**src/rtl/data_input_pkg.sv**
```systemverilog
// Shared types and constants for the data_input BCD-to-binary stage.
// Conversion widths, FSM state encoding and the BCD digit validity check.
package data_input_pkg;

  localparam int unsigned NUM_DIGITS = 8;
  localparam int unsigned BIN_BITS   = 27;
  localparam int unsigned BCD_W      = 4 * NUM_DIGITS;
  localparam int unsigned SR_W       = BCD_W + BIN_BITS;
  localparam int unsigned CNT_W      = 5;
  localparam int unsigned OUT_W      = 32;

  typedef enum logic [1:0] {
    IDLE = 2'd0,
    CONV = 2'd1,
    FIX  = 2'd2,
    DONE = 2'd3
  } state_e;

  // True when every nibble of the packed BCD word is a decimal digit.
  function automatic logic bcd_valid(input logic [BCD_W-1:0] v);
    logic ok;
    ok = 1'b1;
    for (int i = 0; i < int'(NUM_DIGITS); i++) begin
      if (v[4*i +: 4] > 4'd9) ok = 1'b0;
    end
    return ok;
  endfunction

endpackage

```
**src/rtl/data_input_if.sv**
```systemverilog
// Request/response bundle between the IN-path controller and data_input.
interface data_input_if;
  import data_input_pkg::*;

  logic             start;
  logic [BCD_W-1:0] bcd;
  logic             neg;
  logic [OUT_W-1:0] valor;
  logic             pronto;
  logic             ocupado;
  logic             erro;

  modport master (
    output start, bcd, neg,
    input  valor, pronto, ocupado, erro
  );

  modport slave (
    input  start, bcd, neg,
    output valor, pronto, ocupado, erro
  );

endinterface

```
**src/rtl/data_input_bcd_digit_adjust.sv**
```systemverilog
// One reverse double-dabble digit correction: subtract 3 when the nibble is 8 or more.
module bcd_digit_adjust (
  input  logic [3:0] din,
  output logic [3:0] dout_c
);

  assign dout_c = (din >= 4'd8) ? (din - 4'd3) : din;

endmodule

```
**src/rtl/data_input.sv**
```systemverilog
// Packed-BCD to 32-bit two's-complement converter (reverse double-dabble, 27 shifts).
// Sign handling is built only when DATA_INPUT_SIGN_EN is defined.
module data_input
  import data_input_pkg::*;
(
  input  logic         clock,
  input  logic         reset,
  data_input_if.slave  bus
);

  state_e            state_q, state_d;
  logic [SR_W-1:0]   sr_q, sr_d;
  logic [CNT_W-1:0]  cnt_q, cnt_d;
  logic [OUT_W-1:0]  valor_q, valor_d;
  logic              pronto_q, pronto_d;
  logic              ocupado_q, ocupado_d;
  logic              erro_q, erro_d;

  logic [SR_W-1:0]   shifted;
  logic [BCD_W-1:0]  adj;
  logic [OUT_W-1:0]  mag;
  logic [OUT_W-1:0]  result;

  assign shifted = sr_q >> 1;

  genvar g;
  generate
    for (g = 0; g < int'(NUM_DIGITS); g++) begin : g_adj
      bcd_digit_adjust u_adj (
        .din    (shifted[BIN_BITS + 4*g +: 4]),
        .dout_c (adj[4*g +: 4])
      );
    end
  endgenerate

  assign mag = OUT_W'(sr_q[BIN_BITS-1:0]);

`ifdef DATA_INPUT_SIGN_EN
  logic neg_q, neg_d;

  // Zero magnitude is never negated so -0 comes out as 0.
  assign result = (neg_q && (mag != '0)) ? (~mag + OUT_W'(1)) : mag;

  always_ff @(posedge clock or posedge reset) begin
    if (reset) neg_q <= 1'b0;
    else       neg_q <= neg_d;
  end

  always_comb begin
    neg_d = neg_q;
    if ((state_q == IDLE) && bus.start && bcd_valid(bus.bcd)) neg_d = bus.neg;
  end
`else
  assign result = mag;
`endif

  always_ff @(posedge clock or posedge reset) begin
    if (reset) begin
      state_q   <= IDLE;
      sr_q      <= '0;
      cnt_q     <= '0;
      valor_q   <= '0;
      pronto_q  <= 1'b0;
      ocupado_q <= 1'b0;
      erro_q    <= 1'b0;
    end else begin
      state_q   <= state_d;
      sr_q      <= sr_d;
      cnt_q     <= cnt_d;
      valor_q   <= valor_d;
      pronto_q  <= pronto_d;
      ocupado_q <= ocupado_d;
      erro_q    <= erro_d;
    end
  end

  always_comb begin
    state_d   = state_q;
    sr_d      = sr_q;
    cnt_d     = cnt_q;
    valor_d   = valor_q;
    pronto_d  = 1'b0;
    ocupado_d = ocupado_q;
    erro_d    = erro_q;

    case (state_q)
      IDLE: begin
        if (bus.start) begin
          ocupado_d = 1'b1;
          if (bcd_valid(bus.bcd)) begin
            sr_d    = {bus.bcd, BIN_BITS'(0)};
            cnt_d   = '0;
            erro_d  = 1'b0;
            state_d = CONV;
          end else begin
            erro_d  = 1'b1;
            state_d = DONE;
          end
        end
      end
      CONV: begin
        sr_d = {adj, shifted[BIN_BITS-1:0]};
        if (cnt_q == CNT_W'(BIN_BITS - 1)) state_d = FIX;
        else                               cnt_d   = cnt_q + CNT_W'(1);
      end
      FIX: begin
        valor_d  = result;
        pronto_d = 1'b1;
        state_d  = DONE;
      end
      DONE: begin
        // Error path arrives with pronto low and spends one cycle raising it.
        if (pronto_q) begin
          ocupado_d = 1'b0;
          state_d   = IDLE;
        end else begin
          pronto_d  = 1'b1;
        end
      end
      default: state_d = IDLE;
    endcase
  end

  assign bus.valor   = valor_q;
  assign bus.pronto  = pronto_q;
  assign bus.ocupado = ocupado_q;
  assign bus.erro    = erro_q;

endmodule

```
**src/flat_wrapper.sv**
```systemverilog
// flat-port wrapper written by rule: the top's interface ports become plain ports
module data_input_flat import data_input_pkg::*;
  (clock, reset, bus_start, bus_bcd, bus_neg, bus_valor, bus_pronto, bus_ocupado, bus_erro);
  data_input_if bus_i ();
  input  logic clock;
  input  logic reset;
  input wire logic [$bits(bus_i.start)-1:0] bus_start;
  input wire logic [$bits(bus_i.bcd)-1:0] bus_bcd;
  input wire logic [$bits(bus_i.neg)-1:0] bus_neg;
  output wire logic [$bits(bus_i.valor)-1:0] bus_valor;
  output wire logic [$bits(bus_i.pronto)-1:0] bus_pronto;
  output wire logic [$bits(bus_i.ocupado)-1:0] bus_ocupado;
  output wire logic [$bits(bus_i.erro)-1:0] bus_erro;
  assign bus_i.start = bus_start;
  assign bus_i.bcd = bus_bcd;
  assign bus_i.neg = bus_neg;
  assign bus_valor = bus_i.valor;
  assign bus_pronto = bus_i.pronto;
  assign bus_ocupado = bus_i.ocupado;
  assign bus_erro = bus_i.erro;
  data_input u_core (.clock(clock), .reset(reset), .bus(bus_i));
endmodule
```
**config.mk**
```make
export PLATFORM = sky130hd
export DESIGN_NAME = data_input_flat
export DESIGN_NICKNAME = d
export VERILOG_FILES = /design/src/rtl/data_input_pkg.sv /design/src/rtl/data_input_if.sv /design/src/rtl/data_input_bcd_digit_adjust.sv /design/src/rtl/data_input.sv /design/src/flat_wrapper.sv
export SDC_FILE = /design/constraint.sdc
export NUM_CORES = 1
export LEC_CHECK = 0
export BUFFER_PORTS_ARGS = -buffer_cell sky130_fd_sc_hd__buf_4
export CAP_MARGIN = 20
export CORE_UTILIZATION = 52
export CTS_BUF_LIST = sky130_fd_sc_hd__clkbuf_8 sky130_fd_sc_hd__clkbuf_16
export DETAILED_ROUTE_END_ITERATION = 12
export HOLD_SLACK_MARGIN = 0.12
export PLACE_DENSITY = 0.87
export SYNTH_ARGS = -nofsm -noshare
export SYNTH_HDL_FRONTEND = slang
export SYNTH_SLANG_ARGS = --single-unit
```
**constraint.sdc**
```tcl
create_clock -name clock -period 2.5 [get_ports clock]
set_input_delay 0.125 -clock clock [delete_from_list [all_inputs] [get_ports clock]]
set_output_delay 0.125 -clock clock [all_outputs]
set_load 0.05 [all_outputs]
```
### After elaboration in Yosys (flattened, before gate mapping)

Cells that the tools add are included.

| storage, ports and cells | value |
|---|---|
| bits in latches | 0 |
| bits in read-only memories | 0 |
| RAM bits | 0 |
| memories kept | 0 |
| word-level logic and storage cells | 85 |
| register bits after elaboration | 96 |

| operators by class | value |
|---|---|
| add/sub/neg operators | 9 |
| equal/unequal tests | 9 |
| reduce and logical (&&, ||, !) cells | 8 |
| multiplexer cells | 36 |
| bitwise operators | 0 |
| shifts and indexed selects | 0 |
| divide/modulo/power cells | 0 |
| magnitude comparators | 16 |
| multiply operators | 0 |

Operator list:

| cell | number |
|---|---|
| 59-bit 2-to-1 mux | 2 |
| 59-bit case mux with 2 select lines | 1 |
| 4-bit greater-than comparator, second input constant | 8 |
| 4-bit 2-to-1 mux | 8 |
| 4-bit greater-or-equal comparator, second input constant | 7 |
| 4-bit by 2-bit subtractor with 4-bit output, second input constant | 7 |
| 5-bit 2-to-1 mux | 3 |
| 1-bit 2-to-1 mux | 14 |
| 5-bit case mux with 2 select lines | 1 |
| 3-bit AND reduction | 3 |
| 2-bit 2-to-1 mux | 4 |
| 2-bit case mux with 4 select lines | 1 |
| 2-bit by 1-bit != test with 1-bit output, second input constant | 3 |
| 5-bit by 1-bit adder with 5-bit output, second input constant | 1 |
| 5-bit == test, second input constant | 1 |
| 2-bit == test, second input constant | 2 |
| 3-bit by 4-bit greater-or-equal comparator with 1-bit output, second input constant | 1 |
| 2-bit != test, second input constant | 2 |
| 1-bit case mux with 2 select lines | 2 |
| 4-bit AND reduction | 1 |
| 2-bit nonzero test | 2 |
| 3-bit by 2-bit subtractor with 4-bit output, second input constant | 1 |
| 2-bit by 1-bit == test with 1-bit output, second input constant | 1 |
| 2-bit logical NOT | 1 |
| 2-bit AND reduction | 1 |

### Logic depth before layout (Yosys ltp)

Gate-level depths: netlist (run 1).

| logic depth | value |
|---|---|
| word-level depth | 14 |
| mapped depth | 8 |

### Cells and area by module

A second synthesis (run 1) with hierarchy kept.

| unflattened totals | value |
|---|---|
| cells, all modules | 427 |
| area, all modules | 4,623.2 µm² |

Modules (own cells, without submodules):

| module | cells an instance | area each (µm²) | instances |
|---|---|---|---|
| data_input | 339 | 4,012.6 | 1 |
| bcd_digit_adjust | 11 | 76.3 | 8 |

### Worst setup path before layout (run 1)

No wires, ideal clock.

| timing path | value |
|---|---|
| kind | flip-flop to flip-flop |
| start point | register u_core.state_q[0] |
| end point | register u_core.sr_q[30] |
| setup slack | 0.796 ns |
| data arrival time | 1.578 ns |
| data required time | 2.374 ns |
| buffers on the path | 2 |
| stages on the path, launching flop included | 8 |
| path through | dfrtp_1 inv_1 ha_1 and2_2 a31oi_4 buf_6 buf_6 o311a_1 |

| on the way | value |
|---|---|
| cells in the longest elaborated chain, start to end | 3 |
| elaborated cells between the ends (all ways) | 7 |
| classes of those cells | eq/ne: 3; mux: 1; reduce/logical: 3 |

RTL lines:

| item | RTL line | text |
|---|---|---|
| from (decl) | data_input.sv:11 | `state_e state_q, state_d;` |
| from (signal assigned) | data_input.sv:67 | `state_q <= state_d;` |
| 2-bit logical NOT / 2-bit by 1-bit == test with 1-bit output (equally long branches) | data_input.sv:86 | `case (state_q)` |
| 2-bit by 1-bit != test with 1-bit output (no source line), or another cell as far along | - |  |
| 3-bit AND reduction (no source line) | - |  |
| to (signal assigned) | data_input.sv:68 | `sr_q <= sr_d;` |
| to (decl) | data_input.sv:12 | `logic [SR_W-1:0] sr_q, sr_d;` |

Parallel ways exist; a longest one is shown, timed or not.
A chain may end at the register's enable or synchronous reset.

### Final worst setup path (run 1)

| timing path | value |
|---|---|
| start point | register u_core.state_q[0] |
| end point | register u_core.sr_q[56] |

The elaborated chain is that of the path after synthesis.

==> qor.txt, run 1 <==
Synth Area in Compound Gates - 0.137
Pwr per Cell Area - 991 nW/µm²
Longest Clk Path Bufs - 2
Tcrit/Tclk final - 0.884
Clock root buffer - clkbuf_8
CP max FO - 46
Syn-to-layout area delta - 21.9%
CTS tree - done
Final Non-Filler Cells - 681
Total routed wirelength - 10200 µm
ANT cells - 0
Largest net degree at the start of global routing - 97
Max Clock Freq - 452 MHz
Leakage - 2.75 nW
Placed wire-length estimate - 6490 µm
Critical Path Sink Type - register
RSZ-0062 raised after global routing - no
Critical Path RT - 2730 ps
Initial DRC count - 257
Num rows - 34
H-tree levels - 3
Synth top area cells - dfrtp_1 (50%), mux2_2 (7.6%), nand2_1 (7.1%), o21ai_0 (5.6%), ha_1 (5.2%)
Fill cells - 615
Biggest area consumer among synthesized cells - dfrtp_1
Setup TNS Final - 0 ps
First-pass iteration count of the detailed router - 8
Critical path class - register to register
First-pass GRT wire length - 17600 µm
Simple-gate share of the synthesized area - 0.133
Fin. max-slew vios - 0
Overall Global Routing Usage - 0.229
Die Area - 9560 µm²
Sequential fraction of the synthesis area - 0.504
Clock transition at path regs - 100 ps
CTS buffer count - 9
Drt wl/cell - 14.9 µm
Async S/R FF share, synth - 1.00
Yosys reg bits - 96
Placer's final routability congestion estimate - 0.784
Yosys cell types - 44
Mean area per synthesized cell - 9.87 µm²
# setup viols final - 0
Crit path time final - 2210 ps
Post-synth top cells - dfrtp_1 (96), nand2_1 (90), o21ai_0 (53)
Synth Area in XOR/XNOR - 0.0257
Max Cap Viol - 0
CP startpoint kind - register
Violated checks - DRC
Synth Area in Adders - 0.0525
GRT overflow - 0
Vias in the first global route - 3691
VDD IR max - 467 µV
Mux cell area share after synthesis - 0.0966
Post-route ant nets - 0
Netlist Area Pre-Place - 4770 µm²
Sink Count - 96
Layout cells sized above 1 - 0.222
Slew @ Worst Pin - 578 ps
Hold WS - 134 ps
Vias post-DR - 3729
Final Net Count - 624
Via/cell ratio - 5.48
Endpoints failing hold - 0
Initial antenna violation count - 0
Status - finished, violations left
Worst-Skew Late Latency - 380 ps
Main flop type after synthesis - dfrtp_1
Data arrival, critical path - 2440 ps
Power Total - 5.76 mW
Number of cells produced by synthesis - 483
CORE AREA - 8810 µm²
Hold Crit Class - input pin to register
Place WS - 289 ps
Ys Warns - 0
Initial Util - 0.541
Largest family of logic cells by synthesized area - compound AO/OA/AOI/OAI gates
Die Height - 97.8 µm
Placed Cells - 636
I/O pin total - 71
Die width - 97.8 µm
Yosys top cell area share - 0.504
Number of synthesized flops with an enable pin - 0
Clk_skew - 12.3 ps
Port buffer count - 64
Final setup margin - 289 ps
Count leader, synth - dfrtp_1
Max_slew headroom - 0.614
DR DRC count - 8
==> cells by family (layout without fill, tap and decap cells) <==
kind of cell	count (synthesis)	count (layout)
AND/OR/NAND/NOR	145	145
AO/OA/AOI/OAI	113	113
other	1	5
adder cells (fa/ha/maj)	20	20
XOR/XNOR	14	14
buffers and inverters	52	138
flip-flops	96	96
multiplexers	42	42
==> per-stage QoR <==
stage,cell area [µm²],utilization
finish,5810,0.660
global placement,5330,0.605
detailed placement,5330,0.605
floorplan,4790,-
global route,5810,0.660
CTS,5810,0.660
==> per-layer routing <==
metal  track usage  vias to the layer above  routed length [µm]
li1              -                     1786                   -
met1         0.293                     1835                4360
met2         0.392                       87                5220
met3        0.0401                       21                 374
met4        0.0828                        0                 203
met5             0                        -                   0
==> registers in the layout, summed over array words and instances (netlist names) <==
signal,cells
u_core.bus.erro,1
u_core.bus.ocupado,1
u_core.bus.pronto,1
u_core.bus.valor,27
u_core.cnt_q,5
u_core.sr_q,59
u_core.state_q,2
==> cells in the final DEF (no fill, tap or decap), types with 2 or more instances in the layout <==
cell type	netlist	layout
and2_2	2	2
nand2b_1	3	3
ha_1	20	19
a22o_1	3	3
nand3_1	7	7
inv_6	0	3
nand2_1	90	90
nor2b_1	8	8
o22a_1	5	5
a21oi_1	29	29
mux2i_1	10	10
mux2_2	32	32
dlygate4sd3_1	0	29
clkinv_4	0	2
o21ai_0	53	53
buf_12	0	2
inv_1	21	20
o311a_1	2	2
or4_1	2	2
o21bai_1	2	2
and4_4	2	2
nor2_1	24	24
clkbuf_8	0	10
buf_4	5	70
xnor2_1	14	14
o21ai_1	8	8
a21o_1	2	2
or3_1	2	2
dfrtp_1	96	96
conb_1	1	5
==> critical path: stages, from the launching register on <==
cell     delay, ps
dfrtp_1        400
inv_1           90
ha_1           300
and2_2         250
a31oi_4        410
buf_4          450
o21ai_0        170
==> final cells by class <==
class	instances	area, µm²	area share
clock buffer	10	138	0.0237
clock inverter	6	60.1	0.0103
inverter	21	82.6	0.0142
multi-input combinational	339	2140	0.368
sequential	96	2400	0.413
tap	108	135	0.0232
timing repair buffer	101	856	0.147
==> report_power, final <==
part / internal (mW) / switching, mW / leakage, nW
combinational: 1.03 / 1.46 / 1.39
clock: 0.412 / 0.587 / 0.101
sequential: 1.89 / 0.381 / 1.26
==> timing repair <==
item                                   CTS  global route
endpoints found under the hold margin  124             0
buffers inserted                         0             0
gates resized for setup                  0             0
hold buffers                            29             0
==> final timing paths <==
| path | slack, ps | end | from | depth (start not counted) |
|---|---|---|---|---|
| worst min register to register | 490 | u_core.sr_q[0] | u_core.sr_q[0] | 2 |
| worst max-delay path | 290 | u_core.sr_q[56] | u_core.state_q[0] | 6 |
| max in group asynchronous | 1680 | u_core.sr_q[35] | reset | 4 |
| worst min-delay path | 130 | u_core.sr_q[38] | bus_bcd[11] | 3 |
| worst max register to register | 290 | u_core.sr_q[56] | u_core.state_q[0] | 6 |
| min in group asynchronous | 440 | u_core.bus.valor[6] | reset | 4 |
Power figures use the tool's default switching activity.
==> inputs of run 2 (changes only) <==
Settings changed: CORE_UTILIZATION 52 to 51, PLACE_DENSITY 0.87 to 0.86, SYNTH_HIERARCHICAL set to 1.
==> run 2 against run 1 <==
Against the previous run: highest routed layer unchanged; core utilization fell by 0.88 points; the run now ends clean; power rose by 8.8%; wire length fell by 9.4%; combinational power rose by 12%; critical path type unchanged; clock power fell by 4.2%; cell count fell by 6.2%; non-clock buffer count rose by 4; sequential power rose by 11%.
==> qor.txt, run 2 <==
Initial antenna violation count - 0 (unchanged)
Number of synthesized flops with an enable pin - 0 (unchanged)
RSZ-0062 raised after global routing - no (unchanged)
Layout cells sized above 1 - 0.224 (was 0.222)
Commonest non-fill, non-tap cells in the layout - dfrtp_1 (96), buf_4 (69), nor2_1 (66), dlygate4sd3_1 (33), o22ai_1 (33) (was dfrtp_1 (96), nand2_1 (90), buf_4 (70), o21ai_0 (53), mux2_2 (32))
GRT overflow - 0 (unchanged)
VDD IR max - 720 µV (was 467 µV)
Overall Global Routing Usage - 0.204 (was 0.229)
DR DRC count - 0 (was 8)
Main flop type after synthesis - dfrtp_1 (unchanged)
Vias in the first global route - 3403 (was 3691)
Post-route ant nets - 0 (unchanged)
Critical Path Sink Type - register (unchanged)
Ys Warns - 6 (was 0)
Total routed wirelength - 9200 µm (was 10200 µm)
Worst-Skew Late Latency - 360 ps (was 380 ps)
First-pass GRT wire length - 15700 µm (was 17600 µm)
CORE AREA - 8760 µm² (was 8810 µm²)
Number of post-CTS setup repair buffers - 0 (unchanged)
Async S/R FF share, synth - 1.00 (unchanged)
Tcrit/Tclk final - 0.838 (was 0.884)
Critical Path RT - 2790 ps (was 2730 ps)
Netlist Area Pre-Place - 4620 µm² (was 4770 µm²)
Data arrival, critical path - 2380 ps (was 2440 ps)
Max Cap Viol - 0 (unchanged)
H-tree levels - 3 (unchanged)
Max_slew headroom - 0.595 (was 0.614)
Slowest stage delay, CP - 420 ps (was 450 ps)
Die Height - 97.2 µm (was 97.8 µm)
CTS buffer count - 9 (unchanged)
Global Route met3 Usage - 0.0547 (was 0.0401)
Biggest area consumer among synthesized cells - dfrtp_1 (unchanged)
Placed wire-length estimate - 5920 µm (was 6490 µm)
Clock root buffer - clkbuf_8 (unchanged)
Post-synth top cells - dfrtp_1 (96), nor2_1 (66), o22ai_1 (33) (was dfrtp_1 (96), nand2_1 (90), o21ai_0 (53))
CP cell instances - inv_1, ha_1, and2b_1, a31o_2, buf_4, o22ai_1, nor2_1 (was inv_1, ha_1, and2_2, a31oi_4, buf_4, o21ai_0)
Yosys reg bits - 96 (unchanged)
Num rows - 34 (unchanged)
Die width - 97.2 µm (was 97.8 µm)
Largest reg by FF count - u_core/sr_q (was u_core.sr_q)
Cell Area, Placed - 5190 µm² (was 5330 µm²)
Yosys cell types - 36 (was 44)
Status - finished clean (was finished, violations left)
Via/cell ratio - 5.39 (was 5.48)
Initial DRC count - 105 (was 257)
Most common cell after layout, fill and taps aside - dfrtp_1 (unchanged)
Count leader, synth - dfrtp_1 (unchanged)
Initial Util - 0.528 (was 0.541)
Leakage - 2.81 nW (was 2.75 nW)
Critical path class - register to register (unchanged)
Die Area - 9450 µm² (was 9560 µm²)
First-pass iteration count of the detailed router - 4 (was 8)
Pwr per Cell Area - 1100 nW/µm² (was 991 nW/µm²)
Port buffer count - 64 (unchanged)
Crit path time final - 2100 ps (was 2210 ps)
Hold_sp - bus_start (was bus_bcd[11])
Max Clock Freq - 477 MHz (was 452 MHz)
Hold Crit Class - input pin to register (unchanged)
GR Util met2 - 0.363 (was 0.392)
Fin. max-slew vios - 0 (unchanged)
Clk_skew - 11.5 ps (was 12.3 ps)
Endpoints failing hold - 0 (unchanged)
Placer's final routability congestion estimate - 0.765 (was 0.784)
Final Net Count - 584 (was 624)
Largest net degree at the start of global routing - 72 (was 97)
Number of cells produced by synthesis - 427 (was 483)
# setup viols final - 0 (unchanged)
Vias post-DR - 3442 (was 3729)
CP max FO - 32 (was 46)
Reg2reg start - u_core/state_q[1] (was u_core.state_q[0])
Max FFs per register - 59 (unchanged)
I/O pin total - 71 (unchanged)
Yosys top cell area share - 0.520 (was 0.504)
Setup TNS Final - 0 ps (unchanged)
ANT cells - 0 (unchanged)
Clock transition at path regs - 100 ps (about the same)
Longest Clk Path Bufs - 2 (unchanged)
Mean area per synthesized cell - 10.8 µm² (was 9.87 µm²)
Cell area after layout - 5710 µm² (was 5810 µm²)
GRT Max-Usage Layer - met2 (unchanged)
Sequential fraction of the synthesis area - 0.520 (was 0.504)
Synth top area cells - dfrtp_1 (52%), mux2_2 (6.6%), ha_1 (6.0%), nor2_1 (5.4%), a22o_1 (5.1%) (was dfrtp_1 (50%), mux2_2 (7.6%), nand2_1 (7.1%), o21ai_0 (5.6%), ha_1 (5.2%))
Slew @ Worst Pin - 606 ps (was 578 ps)
CP startpoint kind - register (unchanged)
CTS tree - done (unchanged)
Syn-to-layout area delta - 23.5% (was 21.9%)
Drt wl/cell - 14.4 µm (was 14.9 µm)
Sink Count - 96 (unchanged)
Slowest cell on crit path - dfrtp_1 (was buf_4)
Met1 Use GR - 0.244 (was 0.293)
CP startpoint - u_core/state_q[1] (was u_core.state_q[0])
## run 2: cell types whose count changed after synthesis, moves of 17 or more
cell,delta
nand2_1,-76
nor2_1,+42
o21ai_0,-36
o22ai_1,+33
a22o_1,+24
a21oi_1,-17
## run 2: worst paths after layout
check,to,slack (ps),depth (start not counted)
setup / recovery,u_core/sr_q[33],400,7
hold / removal,u_core/bus.ocupado,220,5
setup reg to reg,u_core/sr_q[33],400,7
hold reg to reg,u_core/bus.valor[24],510,1
max in group asynchronous,u_core/sr_q[47],1360,4
min in group asynchronous,u_core/state_q[0],380,3
## run 2: logic make-up (layout without fill, tap and decap cells)
family / after synthesis / count (layout) / share of synthesized area
AO/OA/AOI/OAI: 104 / 104 / 0.155
XOR/XNOR: 16 / 16 / 0.0303
adder cells (fa/ha/maj): 22 / 22 / 0.0595
buffers and inverters: 49 / 144 / 0.0574
flip-flops: 96 / 96 / 0.520
multiplexers: 28 / 28 / 0.0679
other: 1 / 10 / 0.000811
AND/OR/NAND/NOR: 111 / 111 / 0.109
## run 2: area by class of cell
cell class	count	area, µm²
Clock buffer	9	124
Clock inverter	7	60.1
Fill cell	687	3050
Inverter	23	90.1
Multi-Input combinational cell	291	1990
Sequential cell	96	2400
Tap cell	108	135
Timing Repair Buffer	105	908
## run 2: through the flow
step | setup WS, ps | hold slack [ps] | std cells | util | power, mW
after global placement | 549 | 229 | 590 | 0.593 | 5.11
after floorplan | 771 | 292 | 436 | - | 4.64
after global routing | 234 | 231 | 639 | 0.651 | 6.73
final | 405 | 218 | 639 | 0.651 | 6.27
after CTS | 420 | 208 | 639 | 0.651 | 6.28
after detailed placement | 473 | 239 | 590 | 0.593 | 5.28
## run 2: layer usage
layer	wire (µm)	part of all wire
met5	0	0
met4	131	0.014
met3	355	0.039
met2	4760	0.52
met1	3960	0.43
## run 2: what timing repair did
| action | in CTS | in global routing |
|---|---|---|
| endpoints found under the hold margin | 57 | 0 |
| hold buffers | 33 | 0 |
| gates resized for setup | 0 | 0 |
## run 2: power breakdown
part | internal [mW] | leakage (nW) | switching [mW]
logic | 1.24 | 1.50 | 1.55
registers | 2.03 | 1.21 | 0.490
clock network | 0.381 | 0.0965 | 0.574
total | 3.65 | 2.81 | 2.62
## run 2: critical path, delay by kind of cell (launching register included)
family	cells	cell delay (ps)
AO/OA/AOI/OAI	2	280
buffers and inverters	2	440
adder cells (fa/ha/maj)	1	400
AND/OR/NAND/NOR	2	460
flip-flops	1	420
==> inputs of run 3 (changes only) <==
Settings changed: CORE_UTILIZATION 51 to 57, PLACE_DENSITY 0.86 to 0.9.
Clock period 2.5 ns to 2.1 ns, I/O delays scaled along.
==> run 3 against run 2 <==
Against the previous run: critical path depth is 2 higher; first-iteration DRC count is 68% higher; via count is 3.5% higher; critical endpoint is now u_core/sr_q[40]; largest cell class unchanged; highest routed layer unchanged.
==> qor.txt, run 3 (synthesized netlist as in run 2, its figures left out) <==
Initial DRC count - 176 (was 105)
Layout cells sized above 1 - 0.232 (was 0.224)
Endpoints failing hold - 0 (unchanged)
Die Height - 92.1 µm (was 97.2 µm)
Met1 WL - 4120 µm (was 3960 µm)
Tcrit/Tclk final - 0.963
Clk_skew - 14.6 ps (was 11.5 ps)
Clock transition at path regs - 100 ps (about the same)
Port buffer count - 64 (unchanged)
Vias post-DR - 3564 (was 3442)
Critical path class - input pin to register (was register to register)
Met3 WL post-DR - 406 µm (was 355 µm)
Max FFs per register - 59 (unchanged)
Pwr per Cell Area - 1320 nW/µm² (was 1100 nW/µm²)
Buf/Inv on CP - 4 (was 2)
Total routed wirelength - 10000 µm (was 9200 µm)
VDD IR max - 709 µV (was 720 µV)
Slowest cell on crit path - dlygate4sd3_1 (was dfrtp_1)
# setup viols final - 0 (unchanged)
DR DRC count - 0 (unchanged)
Final Non-Filler Cells - 637 (was 639)
Placer's final routability congestion estimate - 0.741 (was 0.765)
Clock root buffer - clkbuf_8 (unchanged)
ANT cells - 0 (unchanged)
Max Cap Viol - 0 (unchanged)
Critical Path RT - 2340 ps (was 2790 ps)
Initial Util - 0.595 (was 0.528)
Max Clock Freq - 495 MHz
Fin. max-slew vios - 0 (unchanged)
Drt wl/cell - 15.7 µm (was 14.4 µm)
Critical Path Sink Type - register (unchanged)
H-tree levels - 3 (unchanged)
Data arrival, critical path - 2270 ps (was 2380 ps)
Crit path max-delay family - buffers and inverters (was simple AND/OR/NAND/NOR gates)
Syn-to-layout area delta - 24.7% (was 23.5%)
Num rows - 32 (was 34)
Initial antenna violation count - 0 (unchanged)
R2R depth - 7 (unchanged)
Fill cells - 513 (was 687)
Register area - 2400 µm² (unchanged)
Vias in the first global route - 3641 (was 3403)
CORE AREA - 7770 µm² (was 8760 µm²)
Placed Cells - 588 (was 590)
Overall Global Routing Usage - 0.255 (was 0.204)
I/O pin total - 71 (unchanged)
Setup TNS Final - 0 ps (unchanged)
Die width - 92.1 µm (was 97.2 µm)
Final Net Count - 588 (was 584)
Worst-Skew Late Latency - 360 ps (about the same)
CTS tree - done (unchanged)
Largest reg by FF count - u_core/sr_q (unchanged)
CP max FO - 32 (unchanged)
Longest Clk Path Bufs - 2 (unchanged)
Status - finished clean (unchanged)
Most common cell after layout, fill and taps aside - dfrtp_1 (unchanged)
Worst hold path cell count - 4 (was 5)
Multi-input gate area - 2010 µm² (was 1990 µm²)
Number of post-CTS setup repair buffers - 0 (unchanged)
Sink Count - 96 (unchanged)
Slew @ Worst Pin - 505 ps (was 606 ps)
Routed length on met2 - 5290 µm (was 4760 µm)
CTS buffer count - 9 (unchanged)
GRT overflow - 0 (unchanged)
Via/cell ratio - 5.59 (was 5.39)
Hold Crit Class - input pin to register (unchanged)
Slowest stage delay, CP - 540 ps (was 420 ps)
CP cell instances - dlygate4sd3_1, buf_4, o21ai_1, and4_2, buf_4, nand4b_1, buf_4, o22ai_1, nor2_1 (was inv_1, ha_1, and2b_1, a31o_2, buf_4, o22ai_1, nor2_1)
Post-route ant nets - 0 (unchanged)
Die Area - 8480 µm² (was 9450 µm²)
Top sig layer - met4 (unchanged)
Placed wire-length estimate - 6190 µm (was 5920 µm)
Crit path depth - 9 (was 7)
Commonest non-fill, non-tap cells in the layout - dfrtp_1 (96), buf_4 (72), nor2_1 (66), dlygate4sd3_1 (33), o22ai_1 (33) (was dfrtp_1 (96), buf_4 (69), nor2_1 (66), dlygate4sd3_1 (33), o22ai_1 (33))
Max_slew headroom - 0.664 (was 0.595)
Leakage - 2.84 nW (was 2.81 nW)
Crit path time final - 2020 ps
CP startpoint kind - input pin (was register)
First-pass GRT wire length - 17000 µm (was 15700 µm)
Crit-path most repeated cell - buf_4
First-pass iteration count of the detailed router - 5 (was 4)
Largest net degree at the start of global routing - 97 (was 72)
run 3: changes by cell type in the layout (fill, tap and decap cells not counted):
cell | before | now
a31o_4 | 0 | 1
clkinv_2 | 1 | 0
clkinvlp_4 | 1 | 3
and4_1 | 2 | 1
a31oi_4 | 0 | 1
o21ai_0 | 17 | 16
and4_2 | 0 | 1
buf_12 | 3 | 4
clkinv_4 | 2 | 1
buf_4 | 69 | 72
a31oi_2 | 1 | 0
o21ai_1 | 4 | 5
a31o_2 | 1 | 0
run 3: worst paths after layout:
| kind | startpoint | endpoint | slack [ps] |
|---|---|---|---|
| hold reg to reg | u_core/sr_q[27] | u_core/sr_q[26] | 510 |
| setup reg to reg | u_core/state_q[0] | u_core/sr_q[5] | 180 |
| setup / recovery | bus_bcd[26] | u_core/sr_q[40] | 80 |
| min in group asynchronous | reset | u_core/bus.valor[3] | 420 |
| hold / removal | bus_start | u_core/cnt_q[2] | 210 |
| max in group asynchronous | reset | u_core/sr_q[56] | 1280 |
run 3: routing by layer:
| metal | global-route usage | vias to the layer above |
|---|---|---|
| met5 | 0 | - |
| met4 | 0.0964 | 0 |
| met2 | 0.451 | 117 |
| met3 | 0.0373 | 18 |
| met1 | 0.314 | 1759 |
| li1 | - | 1670 |
run 3: what timing repair did:
item	in CTS	in global routing
setup endpoints to repair	0	54
hold endpoints to repair	128	0
resized for setup	0	4
hold buffers	33	0
run 3: area by class of cell:
type / instances / share of cell area
inverter: 23 / 0.0156
timing repair buffer: 109 / 0.165
sequential: 96 / 0.417
tap: 102 / 0.0221
multi-input combinational: 291 / 0.348
clock inverter: 7 / 0.0106
clock buffer: 9 / 0.0215
run 3: stage by stage:
step | util | hold slack (ps) | power, mW | instance area (µm²) | setup WS [ps]
5_1_grt | 0.742 | 252 | 8.17 | 5760 | -1.66
3_3_place_gp | 0.673 | 292 | 6.13 | 5230 | 171
3_5_place_dp | 0.673 | 296 | 6.35 | 5230 | 83.4
2_1_floorplan | - | 272 | 5.52 | 4660 | 371
4_1_cts | 0.740 | 192 | 7.57 | 5750 | 49.5
6_report | 0.742 | 212 | 7.62 | 5760 | 78.6
run 3: worst min-delay path, delay by kind of cell:
kind,cells,cell delay [ps]
buf+inv,1,120
compound gates,3,310
run 3: report_power, final:
part / total [mW] / internal, mW / leakage (nW) / switching, mW
Sequential: 3.03 / 2.42 / 1.21 / 0.610
Clock: 1.14 / 0.453 / 0.0888 / 0.684
Combinational: 3.45 / 1.54 / 1.54 / 1.91
Total: 7.62 / 4.41 / 2.84 / 3.21
